### src/rtl/dut_registro_ctrl_if.sv
// Configuration handshake between a requester and the DUT register controller.
// The requester presents a 24-bit word with cfg_valid; the controller takes it
// on a clk edge where cfg_valid and cfg_ready are both high.
interface dut_registro_ctrl_if;
  logic [23:0] cfg_data;
  logic        cfg_valid;
  logic        cfg_ready;

  // Requester side
  modport master (
    output cfg_data,
    output cfg_valid,
    input  cfg_ready
  );

  // Controller side
  modport slave (
    input  cfg_data,
    input  cfg_valid,
    output cfg_ready
  );
endinterface

### src/rtl/dut_registro_ctrl.sv
// Serial loader for a 24-bit shift/latch control register on the DUT board.
// A word taken from the cfg handshake is shifted out LSB first on sdo with
// sclk, then transferred to the register outputs with one lclk pulse.
// Each sclk/lclk level lasts CLK_DIV clk cycles. en_n gates the register
// outputs and is held high while the latch pulse is in progress.
module dut_registro_ctrl #(
  parameter int unsigned CLK_DIV = 4
) (
  input  logic                      clk,
  input  logic                      rst,
  dut_registro_ctrl_if.slave        cfg,
  input  logic                      out_en,
  output logic                      sclk,
  output logic                      lclk,
  output logic                      sdo,
  output logic                      en_n,
  output logic                      busy,
  output logic                      done
);

  typedef enum logic [2:0] {
    ST_IDLE,
    ST_SHIFT_LO,
    ST_SHIFT_HI,
    ST_LATCH_HI,
    ST_LATCH_LO,
    ST_DONE
  } state_t;

  localparam logic [7:0] PH_LAST  = 8'(CLK_DIV - 1);
  localparam logic [4:0] BIT_LAST = 5'd23;

  state_t      state;
  logic [23:0] buffer;
  logic [4:0]  bit_cnt;
  logic [7:0]  phase_cnt;
  logic        ready_q;
  logic        loaded;
  logic        phase_last;

  assign phase_last    = (phase_cnt == PH_LAST);
  assign cfg.cfg_ready = ready_q;

  // Sequencer: state, counters, shift buffer and all registered outputs.
  // NOTE: every register here uses <= so all right-hand sides see the values
  // from before the edge; mixing in = would make the order of lines matter.
  always_ff @(posedge clk or posedge rst) begin
    if (rst) begin
      state     <= ST_IDLE;
      // NOTE: the buffer is only a datapath register (no array), so clearing
      // it on reset is cheap and keeps sdo/debug views deterministic.
      buffer    <= '0;
      bit_cnt   <= '0;
      phase_cnt <= '0;
      ready_q   <= 1'b0;
      loaded    <= 1'b0;
      sclk      <= 1'b0;
      lclk      <= 1'b0;
      sdo       <= 1'b0;
      en_n      <= 1'b1;
      busy      <= 1'b0;
      done      <= 1'b0;
    end else begin
      done <= 1'b0;
      en_n <= ~(out_en & loaded);

      case (state)
        ST_IDLE: begin
          ready_q <= 1'b1;
          if (cfg.cfg_valid && ready_q) begin
            buffer    <= cfg.cfg_data;
            bit_cnt   <= '0;
            phase_cnt <= '0;
            sdo       <= cfg.cfg_data[0];
            ready_q   <= 1'b0;
            busy      <= 1'b1;
            state     <= ST_SHIFT_LO;
          end
        end

        ST_SHIFT_LO: begin
          if (phase_last) begin
            phase_cnt <= '0;
            sclk      <= 1'b1;
            state     <= ST_SHIFT_HI;
          end else begin
            phase_cnt <= phase_cnt + 8'd1;
          end
        end

        ST_SHIFT_HI: begin
          if (phase_last) begin
            phase_cnt <= '0;
            buffer    <= buffer >> 1;
            bit_cnt   <= bit_cnt + 5'd1;
            sclk      <= 1'b0;
            if (bit_cnt == BIT_LAST) begin
              // Last bit clocked in: blank outputs and pulse the latch.
              sdo   <= 1'b0;
              lclk  <= 1'b1;
              en_n  <= 1'b1;
              state <= ST_LATCH_HI;
            end else begin
              sdo   <= buffer[1];
              state <= ST_SHIFT_LO;
            end
          end else begin
            phase_cnt <= phase_cnt + 8'd1;
          end
        end

        ST_LATCH_HI: begin
          if (phase_last) begin
            phase_cnt <= '0;
            lclk      <= 1'b0;
            state     <= ST_LATCH_LO;
          end else begin
            phase_cnt <= phase_cnt + 8'd1;
            en_n      <= 1'b1;
          end
        end

        ST_LATCH_LO: begin
          if (phase_last) begin
            phase_cnt <= '0;
            done      <= 1'b1;
            loaded    <= 1'b1;
            state     <= ST_DONE;
          end else begin
            phase_cnt <= phase_cnt + 8'd1;
          end
        end

        ST_DONE: begin
          ready_q <= 1'b1;
          busy    <= 1'b0;
          state   <= ST_IDLE;
        end

        default: begin
          state <= ST_IDLE;
        end
      endcase
    end
  end

endmodule
### src/flat_wrapper.sv
// flat-port wrapper written by rule: the top's interface ports become plain ports
module dut_registro_ctrl_flat 
#(
  parameter int unsigned CLK_DIV = 4
)
  (clk, rst, out_en, sclk, lclk, sdo, en_n, busy, done, cfg_cfg_data, cfg_cfg_valid, cfg_cfg_ready);
  dut_registro_ctrl_if cfg_i ();
  input  logic clk;
  input  logic rst;
  input  logic out_en;
  output logic sclk;
  output logic lclk;
  output logic sdo;
  output logic en_n;
  output logic busy;
  output logic done;
  input wire logic [$bits(cfg_i.cfg_data)-1:0] cfg_cfg_data;
  input wire logic [$bits(cfg_i.cfg_valid)-1:0] cfg_cfg_valid;
  output wire logic [$bits(cfg_i.cfg_ready)-1:0] cfg_cfg_ready;
  assign cfg_i.cfg_data = cfg_cfg_data;
  assign cfg_i.cfg_valid = cfg_cfg_valid;
  assign cfg_cfg_ready = cfg_i.cfg_ready;
  dut_registro_ctrl #(.CLK_DIV(CLK_DIV)) u_core (.clk(clk), .rst(rst), .cfg(cfg_i), .out_en(out_en), .sclk(sclk), .lclk(lclk), .sdo(sdo), .en_n(en_n), .busy(busy), .done(done));
endmodule
### config.mk
export PLATFORM = sky130hd
export DESIGN_NAME = dut_registro_ctrl_flat
export DESIGN_NICKNAME = d
export VERILOG_FILES = /design/src/rtl/dut_registro_ctrl_if.sv /design/src/rtl/dut_registro_ctrl.sv /design/src/flat_wrapper.sv
export SDC_FILE = /design/constraint.sdc
export NUM_CORES = 1
export LEC_CHECK = 0
export CAP_MARGIN = 25
export CELL_PAD_IN_SITES_DETAIL_PLACEMENT = 1
export CELL_PAD_IN_SITES_GLOBAL_PLACEMENT = 1
export CORE_ASPECT_RATIO = 0.9
export CORE_UTILIZATION = 42
export CTS_CLUSTER_DIAMETER = 100
export CTS_CLUSTER_SIZE = 25
export DETAILED_ROUTE_END_ITERATION = 8
export PLACE_DENSITY = 0.76
export SYNTH_ARGS = -nofsm -noshare
export SYNTH_HDL_FRONTEND = slang
export SYNTH_SLANG_ARGS = --single-unit
### constraint.sdc
create_clock -name clk -period 2.65 [get_ports clk]
set_clock_uncertainty 0.05 [all_clocks]
set_input_delay 0.3975 -clock clk [delete_from_list [all_inputs] [get_ports clk]]
set_output_delay 0.3975 -clock clk [all_outputs]
set_load 0.02 [all_outputs]
==> flow_summary_export.csv <==
group,metric,value,unit
sta,final_hold_viol_count,0,
pwr,internal_power,0.996,mW
setup_path,critical-path-max-stage-delay,0.50,ns
logic_synthesis,yosysMostFrequentCell,"dfrtp_1",
status,status,"completed",
pwr,power,1.25,mW
logic_synthesis,synth.area.top_cells,"dfrtp_1 48%, mux2i_1 10%, a21oi_1 6.7%",
sta,setup_viol,0,
cts,clk_latency,0.30,ns
layout,fin_cells,340,
place,place.gp.congestion,0.811,
grt,first_global_vias,2009,
logic_synthesis,synth_top_area_share,0.482,
pwr,p_clk_frac,0.376,
cts,clockRootBuffer,"clkbuf_8",
logic_synthesis,syn_inst,236,
place,port_buffers,34,
sta,maxSlewViolCount,0,
setup_path,crit_family,"simple AND/OR/NAND/NOR gates",
setup_path,critical_path.max_fanout,10,
detailed_routing,postRouteAntennaNets,0,
sta,fin_crit_sh,0.841,
logic_synthesis,seq_area_frac_synth,0.493,
place,place_ws,0.253,ns
place,hpwl,3900,um
setup_path,arrival,2.32,ns
pwr,cellPowerDensity,429,nW/um2
logic_synthesis,yosys.area.top_type,"dfrtp_1",
layout,register_area,1180,um2
min_path,min_path_type,"register to register",
layout,area_delta_synth_final,22.5,%
floorplanning,start_util,0.446,
place,dp_cells,331,
detailed_routing,drc,0,
sta,fin_crit,2.23,ns
layout,multi_input_area,1110,um2
detailed_routing,vias_per_cell,5.72,
floorplanning,die_y,73.5,um
detailed_routing,drt-pass1-iter-count,4,
layout,diodes,0,
pwr,p_comb_frac,0.053,
detailed_routing,wl_per_cell,16.8,um
floorplanning,io_pins,35,
logic_synthesis,synth-async-reset-ratio,1.00,
sta,rsz0062_at_grt,"no",
cts,cts_buffer_depth,2,
cts,clk_pin_slew,0.08,ns
detailed_routing,wl,5710,um
pwr,switchingPower,0.259,mW
sta,setup_ws,0.421,ns
sta,fin_setup_tns,0,ns
layout,nFillCells,593,
logic_synthesis,synth-warning-count,0,
sta,tightest_slew,0.616,ns
grt,grt_pass1_wl,9590,um
detailed_routing,vias,1945,
cts,cts.repair.resized,0,
pwr,seq_power_share,0.571,
logic_synthesis,synth_edf_count,0,
detailed_routing,drt_iter0_drc,130,
floorplanning,die_x,81.5,um
cts,cts.sinks,47,
floorplanning,core,5350,um2
floorplanning,placementRows,25,
logic_synthesis,syn-cell-area,2390,um2
setup_path,critical_path_class,"register to register",
layout,nets,302,
grt,track_usage,0.215,
setup_path,endpoint_kind,"register",
cts,cts_tree,"built",
floorplanning,dieArea,5990,um2
logic_synthesis,synth_nets,266,
layout,drive_gt1_frac,0.114,
cts,h-tree-depth,2,
logic_synthesis,yosys_register_bits,47,
cts,postCtsSetupBuffers,0,
cts,cts-buffers-inserted,5,
pwr,switching_share,0.206,
cts,cts_hold_buf,0,
setup_path,start_kind,"register",
sta,slew_headroom,0.589,
pwr,leakage,1.18,nW
logic_synthesis,synth.distinct_cells,43,
grt,grt_max_degree,48,
pwr,ir_drop,0.330,mV
setup_path,cp.required,2.74,ns
logic_synthesis,synth_top_cells_by_count,"46 x dfrtp_1, 32 x a21oi_1, 27 x nor3_1, 24 x mux2i_1, 15 x o21ai_0",
logic_synthesis,syn_area_per_cell,10.1,um2
setup_path,path_cells,"ha_1 -> or4b_4 -> nor4_4 -> and3_4 -> a2111oi_0",
grt,gr-total-overflow,0,
setup_path,critical-path-slowest-cell,"or4b_4",
logic_synthesis,ys.flop_type,"dfrtp_1",
setup_path,crit_buf_inv,0,
sta,fmax,449,MHz
run,max_cap_viol_count,0,
grt,antenna_found_initial,0,
layout make-up:
| type | count | share of cell area |
|---|---|---|
| multi-input cells | 168 | 0.380 |
| repair buffers | 46 | 0.150 |
| inverters | 4 | 0.00513 |
| well taps | 67 | 0.0287 |
| clock buffers | 8 | 0.0342 |
| flip-flops and latches | 47 | 0.403 |
final timing paths:
check	to	slack (ns)	startpoint	cells after the start
max	u_core.phase_cnt[5]	0.42	u_core.phase_cnt[0]	5
min	u_core.en_n	0.41	u_core.loaded	1
max reg2reg	u_core.phase_cnt[5]	0.42	u_core.phase_cnt[0]	5
min reg2reg	u_core.en_n	0.41	u_core.loaded	1
max in group asynchronous	u_core.phase_cnt[7]	1.62	rst	3
min in group asynchronous	u_core.busy	0.51	rst	3
kinds of logic (layout without fill, tap and decap cells):
kind of cell / count (synthesis) / in the layout / share of synthesized area
adders and majority gates: 2 / 2 / 0.0105
and+or+nand+nor: 74 / 74 / 0.176
AOI/OAI and AO/OA: 62 / 62 / 0.153
muxes: 24 / 24 / 0.101
xor gates and xnor gates: 6 / 6 / 0.0220
DFF: 47 / 47 / 0.493
buffers and inverters: 21 / 58 / 0.0446
per-layer routing:
metal  share of wire  vias up  global-route usage  routed length (um)
li1                -      936                   -                   -
met1            0.50      969               0.304                2870
met2            0.46       32               0.330                2620
met3           0.023        8              0.0373                 134
met4           0.015        0              0.0774                  86
met5               0        -                   0                   0
through the flow:
stage	hold slack (ns)	area, um2	util
2_1_floorplan	0.369	2390	-
3_3_place_gp	0.390	2810	0.525
3_5_place_dp	0.396	2810	0.525
4_1_cts	0.411	2910	0.544
5_1_grt	0.438	2920	0.547
6_report	0.410	2920	0.547
placed cells by master (no fill, tap or decap), types with 2 or more instances in the layout:
master	netlist	routed
inv_1	4	3
mux2i_1	24	24
xor2_1	3	3
ha_1	2	2
clkdlybuf4s50_1	0	34
a21oi_1	32	32
nor4_1	2	2
a31oi_1	4	4
nand2_1	9	9
o21ai_0	15	15
nor2_1	10	9
dfrtp_1	46	46
a2111oi_0	2	2
xnor2_1	3	3
nand4_1	4	4
nor3_1	27	27
buf_4	5	11
a311oi_1	2	2
or3_1	2	2
clkbuf_8	0	7
nand3_1	4	4
and3_1	4	4
flip-flops by register name (all words and copies together), names as in the netlist:
| register | count |
|---|---|
| u_core.cfg.cfg_ready | 1 |
| u_core.sdo | 1 |
| u_core.loaded | 1 |
| u_core.state | 3 |
| u_core.busy | 1 |
| u_core.done | 1 |
| u_core.bit_cnt | 5 |
| u_core.sclk | 1 |
| u_core.phase_cnt | 8 |
| u_core.en_n | 1 |
| u_core.lclk | 1 |
| u_core.buffer | 23 |
power groups by stage:
stage	logic (mW)	registers, mW	clock network (mW)
after floorplan	0.0198	0.731	0
after global placement	0.0682	0.731	0
after detailed placement	0.0677	0.731	0
after CTS	0.0687	0.717	0.492
after global routing	0.0733	0.717	0.518
final	0.0664	0.716	0.472
worst register-to-register path: cells and delay by family (launching register included):
family / cells / cell delay, ns
fa+ha+maj: 1 / 0.28
compound gates: 1 / 0.07
flops: 1 / 0.41
simple gates: 3 / 1.25
(Power assumes the default switching activity.)
==> patch 1, RTL diff (same settings) <==
The 6 states of `state_t` get a Gray code encoding in 3 bits.
--- a/src/rtl/dut_registro_ctrl.sv
+++ b/src/rtl/dut_registro_ctrl.sv
@@ -19,12 +19,12 @@
 );
 
   typedef enum logic [2:0] {
-    ST_IDLE,
-    ST_SHIFT_LO,
-    ST_SHIFT_HI,
-    ST_LATCH_HI,
-    ST_LATCH_LO,
-    ST_DONE
+    ST_IDLE     = 3'b000,
+    ST_SHIFT_LO = 3'b001,
+    ST_SHIFT_HI = 3'b011,
+    ST_LATCH_HI = 3'b010,
+    ST_LATCH_LO = 3'b110,
+    ST_DONE     = 3'b111
   } state_t;
 
   localparam logic [7:0] PH_LAST  = 8'(CLK_DIV - 1);
Behaviour: no difference found for any inputs over 10 cycles, from zero or initial values and one cycle with rst high; not proved beyond that.
==> patch 1 against the original RTL <==
First-iteration DRC count decreased by 28%; final area down 0.56%; area after synthesis rose by 2.7%; setup slack gained 49 ps; sequential cell count did not move; critical path depth unchanged; global-route usage fell by 2.3 points; routed wire length is 5.5% lower; critical endpoint is now u_core.state[1]$_DFFE_PP0P_; largest cell class unchanged.
Power is not compared: it rests on default switching activity, and its combinational part moved more than twofold at a synthesized area within 25%.
==> patch 1: results (changes against the original RTL) <==
| Metric | Value |
|---|---|
| Multi-input gate share of total cell area | `39.3% (was 38.0%)` |
| Post-synthesis sequential area ratio | `48.0% (was 49.3%)` |
| Number of global-route vias before repair | `1826 (was 2009)` |
| 1st-iter DRT viols | `93 (was 130)` |
| Post-route insts no fill | `328 (was 340)` |
| Comb power frac | `36.8%` |
| Top post-synthesis cells by count | `46 x dfrtp_1, 32 x nand3_1, 23 x mux2i_1 (was 46 x dfrtp_1, 32 x a21oi_1, 27 x nor3_1)` |
| Core Area | `5660 sq um (was 5350 sq um)` |
| Non-CTS inverters | `7 (was 4)` |
| CP max stage delay | `640 ps (was 500 ps)` |
| Crit path arrival time | `2310 ps` |
| Nets@finish | `287 (was 302)` |
| Adder-cell share of the synthesized area | `1.02% (was 1.05%)` |
| End of the critical path | `u_core.state[1]$_DFFE_PP0P_ (was u_core.phase_cnt[5]$_DFFE_PP0P_)` |
| Post-Syn Nets | `256 (was 266)` |
| Share of post-route cells with drive strength above 1 | `17.1% (was 11.4%)` |
| Clk_buf instances | `7 (was 8)` |
| Detailed-route via count | `1835 (was 1945)` |
| Clk Latency, worst-skew pair | `300 ps (about the same)` |
| Hpwl dp | `3760 microns (was 3900 microns)` |
| Status | `complete, no violations (unchanged)` |
| Xor/xnor share of the synthesized area | `1.07% (was 2.20%)` |
| Largest net degree at the start of global routing | `29 (was 48)` |
| Hold_ws | `363 ps (was 410 ps)` |
| Multi-In Gates | `155 (was 168)` |
| Power, Total | `2580 uW` |
| Compound-Gate Fraction of Synth Area | `16.5% (was 15.3%)` |
| Asr flop ratio synth | `100% (unchanged)` |
| HP Class | `input pin to asynchronous set/reset pin (was register to register)` |
| Post-DR wirelength/cell | `16.5 microns (was 16.8 microns)` |
| Global-route wire length before repair | `8870 microns (was 9590 microns)` |
| Root buffer cell | `clkbuf_8 (unchanged)` |
| Mux cell area share after synthesis | `10.9% (was 10.1%)` |
| Setup Buffers After CTS | `0 (unchanged)` |
| Fillers | `621 (was 593)` |
| Slack of the worst reg-to-reg path | `470 ps (was 420 ps)` |
| ANT cells | `0 (unchanged)` |
| Slowest CP cell | `a211oi_2 (was or4b_4)` |
| RePlAce Congestion | `0.740 (was 0.811)` |
| Post-Place Cells | `320 (was 331)` |
| Critical Path Fanout Max | `13 (was 10)` |
| Area contributors post-synth | `dfrtp_1 47%, mux2i_1 9.4%, o21ai_2 7.1% (was dfrtp_1 48%, mux2i_1 10%, a21oi_1 6.7%)` |
| Cells after synthesis | `226 (was 236)` |
| R2r startpoint | `u_core.phase_cnt[0]$_DFFE_PP0P_ (unchanged)` |
| Total global-route track usage | `19.2% (was 21.5%)` |
| Slew @ Worst Pin | `744 ps (was 616 ps)` |
| Family with the most delay on the worst path | `compound AO/OA/AOI/OAI gates (was simple AND/OR/NAND/NOR gates)` |
| Buffers, non-clock | `41 (was 46)` |
| Net Sw Power | `950 uW` |
| Buffer share of cell area | `13.5% (was 15.0%)` |
| Placed cell area | `2830 sq um (was 2810 sq um)` |
| Clock slew at reported path FFs | `90 ps` |
| Final-layout clock-cell area share | `2.80% (was 3.42%)` |
-- patch 1: changes by cell type in the layout (fill, tap and decap cells not counted), sizes merged, moves of 5 or more --
cell and change:
nand3 +29, nor3 -24, o21ai +9, buf -5, nor2 -6, a21oi -27
-- patch 1: metal layers --
layer | GRT usage, % | up-vias | part of all wire (%)
li1 | - | 885 | -
met1 | 26.7 | 921 | 50
met2 | 30.8 | 23 | 46
met3 | 3.68 | 6 | 2.9
met4 | 5.17 | 0 | 0.98
met5 | 0 | - | 0
-- patch 1: per-stage QoR --
stage	worst slack [ps]	utilization (%)
4_1_cts	469	51.4
5_1_grt	332	51.4
3_3_place_gp	544	49.9
2_1_floorplan	869	-
3_5_place_dp	480	49.9
6_report	470	51.4
-- patch 1: worst register-to-register path, delay by kind of cell (launching register included) --
family,cells,cell delay (ps)
AND/OR/NAND/NOR,2,300
adder cells (fa/ha/maj),1,300
AO/OA/AOI/OAI,1,640
multiplexers,1,340
flip-flops,1,440
==> patch 2, RTL diff (same flow settings) <==
Without the edit above. Compare `bit_cnt` against `BIT_LAST` with >= in place of ==.
--- a/src/rtl/dut_registro_ctrl.sv
+++ b/src/rtl/dut_registro_ctrl.sv
@@ -94,7 +94,7 @@
             buffer    <= buffer >> 1;
             bit_cnt   <= bit_cnt + 5'd1;
             sclk      <= 1'b0;
-            if (bit_cnt == BIT_LAST) begin
+            if (bit_cnt >= BIT_LAST) begin
               // Last bit clocked in: blank outputs and pulse the latch.
               sdo   <= 1'b0;
               lclk  <= 1'b1;
Function: same outputs for any inputs over 10 cycles, from zero or initial values and one cycle with rst high; that may be too few to reach the edited logic, so the function may still have changed.
==> patch 2 against the original RTL <==
Setup slack improved by 43 ps; final cell count fell by 3.2%; final area fell by 2.9%; routed wire length fell by 6.9%; maximum frequency rose by 2.0%; global-route usage fell by 1.1 points; area after synthesis fell by 1.7%; sequential cell count did not move; die area fell by 1.6%; count of clock-buffer cells in the layout fell by 2.
Power is not compared: it rests on default switching activity, and its combinational part moved more than twofold at a synthesized area within 25%.
==> patch 2: results (changes against the original RTL) <==
| Metric | Value |
|---|---|
| Slack of the worst reg-to-reg path | `460 ps (was 420 ps)` |
| Total global-route track usage | `20.4% (was 21.5%)` |
| Hold depth | `1 (unchanged)` |
| Family with the most delay on the worst path | `simple AND/OR/NAND/NOR gates (unchanged)` |
| Placed cell area | `2750 sq um (was 2810 sq um)` |
| Max reg flops | `23 (unchanged)` |
| Largest net degree at the start of global routing | `48 (unchanged)` |
| Hpwl dp | `3600 microns (was 3900 microns)` |
| Clk Latency, worst-skew pair | `290 ps` |
| Status | `complete, no violations (unchanged)` |
| Leak | `0.00116 uW` |
| Fillers | `604 (was 593)` |
| Area contributors post-synth | `dfrtp_1 49%, o21ai_0 11%, mux2i_1 10% (was dfrtp_1 48%, mux2i_1 10%, a21oi_1 6.7%)` |
| # port buffers | `34 (unchanged)` |
| ANT cells | `0 (unchanged)` |
| Post-Route WL | `5320 microns (was 5710 microns)` |
| Slowest CP cell | `or4_1 (was or4b_4)` |
| Peak VDD IR | `0.464 mV` |
| Nets@finish | `292 (was 302)` |
| CP max stage delay | `490 ps` |
| PostCTS Resize Cnt | `0 (unchanged)` |
| Slew @ Worst Pin | `600 ps (was 616 ps)` |
| Vias/cell | `5.67 (was 5.72)` |
| Post-route ant nets | `0 (unchanged)` |
| Number of global-route vias before repair | `1820 (was 2009)` |
| Clock slew at reported path FFs | `80 ps (about the same)` |
| Synth warn | `0 (unchanged)` |
| Post-synthesis sequential area ratio | `50.2% (was 49.3%)` |
| Post-Syn Nets | `262 (was 266)` |
| Clock buffer depth | `2 (unchanged)` |
| Global-route wire length before repair | `9170 microns (was 9590 microns)` |
| Crit path capture type | `register (unchanged)` |
| Initial antenna violation count | `0 (unchanged)` |
| Remaining global-route overflow | `0 (unchanged)` |
| Crit path arrival time | `2360 ps (was 2320 ps)` |
| Asr flop ratio synth | `100% (unchanged)` |
| R2r startpoint | `u_core.phase_cnt[0]$_DFFE_PP0P_ (unchanged)` |
| R2r endpoint | `u_core.bit_cnt[4]$_DFFE_PP0P_ (was u_core.phase_cnt[5]$_DFFE_PP0P_)` |
| H-tree levels | `2 (unchanged)` |
| Largest regs | `u_core.buffer (23), u_core.phase_cnt (8), u_core.bit_cnt (5) (unchanged)` |
| 1st-iter DRT viols | `75 (was 130)` |
| HP Class | `register to register (unchanged)` |
| Synth unique cells | `44 (was 43)` |
| Element type at the critical path start | `register (unchanged)` |
| DRT Pass-1 Iters | `4 (unchanged)` |
| Setup Buffers After CTS | `0 (unchanged)` |
| Top post-synthesis cells by count | `50 x o21ai_0, 46 x dfrtp_1, 24 x mux2i_1 (was 46 x dfrtp_1, 32 x a21oi_1, 27 x nor3_1)` |
| Reg2reg path depth | `6 (was 5)` |
| Share of post-route cells with drive strength above 1 | `9.16% (was 11.4%)` |
| RePlAce Congestion | `0.737 (was 0.811)` |
| Critical Path Fanout Max | `28 (was 10)` |
| TritonCTS buffer count | `5 (unchanged)` |
| Root buffer cell | `clkbuf_8 (unchanged)` |
==> patch 2: cell types whose count changed after synthesis, moves of 3 or more <==
cell,before,now
buf_4,5,0
nor2_1,10,7
a22o_1,0,5
xnor2_1,3,0
or2_2,0,3
a21o_1,0,4
a21oi_1,32,11
nand4_1,4,1
clkbuf_1,4,11
o21ai_0,15,50
nor3_1,27,3
xor2_1,3,0
and3_1,4,1
==> patch 2: metrics by stage <==
| stage | setup slack [ps] | util [%] | std cells |
|---|---|---|---|
| CTS | 450 | 53.4 | 329 |
| detailed placement | 495 | 51.7 | 322 |
| global placement | 553 | 51.7 | 322 |
| global route | 299 | 53.4 | 329 |
| finish | 464 | 53.4 | 329 |
| floorplan | 771 | - | 232 |
==> patch 2: worst min-delay path by stage <==
stage / from / endpoint / slack (ps)
after global routing: u_core.loaded$_DFFE_PP0P_ / u_core.loaded$_DFFE_PP0P_ / 450
final: u_core.loaded$_DFFE_PP0P_ / u_core.loaded$_DFFE_PP0P_ / 420
after floorplan: u_core.loaded$_DFFE_PP0P_ / u_core.loaded$_DFFE_PP0P_ / 390
after global placement: u_core.loaded$_DFFE_PP0P_ / u_core.loaded$_DFFE_PP0P_ / 400
after CTS: u_core.loaded$_DFFE_PP0P_ / u_core.loaded$_DFFE_PP0P_ / 430
after detailed placement: u_core.loaded$_DFFE_PP0P_ / u_core.loaded$_DFFE_PP0P_ / 410
==> patch 2: cells by family after synthesis <==
kind of cell	count (synthesis)	synth area share [%]
AO/OA/AOI/OAI	91	23.0
adder cells (fa/ha/maj)	2	1.07
buffers and inverters	21	4.00
flip-flops	47	50.2
multiplexers	25	10.7
AND/OR/NAND/NOR	46	11.0
==> patch 2: power by group <==
group	internal, uW	switching, uW
Sequential	968	191
Clock	205	230
Combinational	517	691
==> patch 2: per-layer routing <==
metal | wire length [microns] | global-route usage (%) | vias up
met5 | 0 | 0 | -
met2 | 2410 | 30.0 | 28
met4 | 70 | 6.15 | 0
met1 | 2670 | 30.0 | 920
li1 | - | - | 910
met3 | 168 | 4.38 | 8
==> patch 2: layout make-up <==
cell class / instances / area share, %
clock inverters: 1 / 0.176
multi-input cells: 164 / 38.3
inverters: 3 / 0.397
well taps: 67 / 2.95
repair buffers: 41 / 13.8
clock buffers: 6 / 2.91
flip-flops and latches: 47 / 41.5
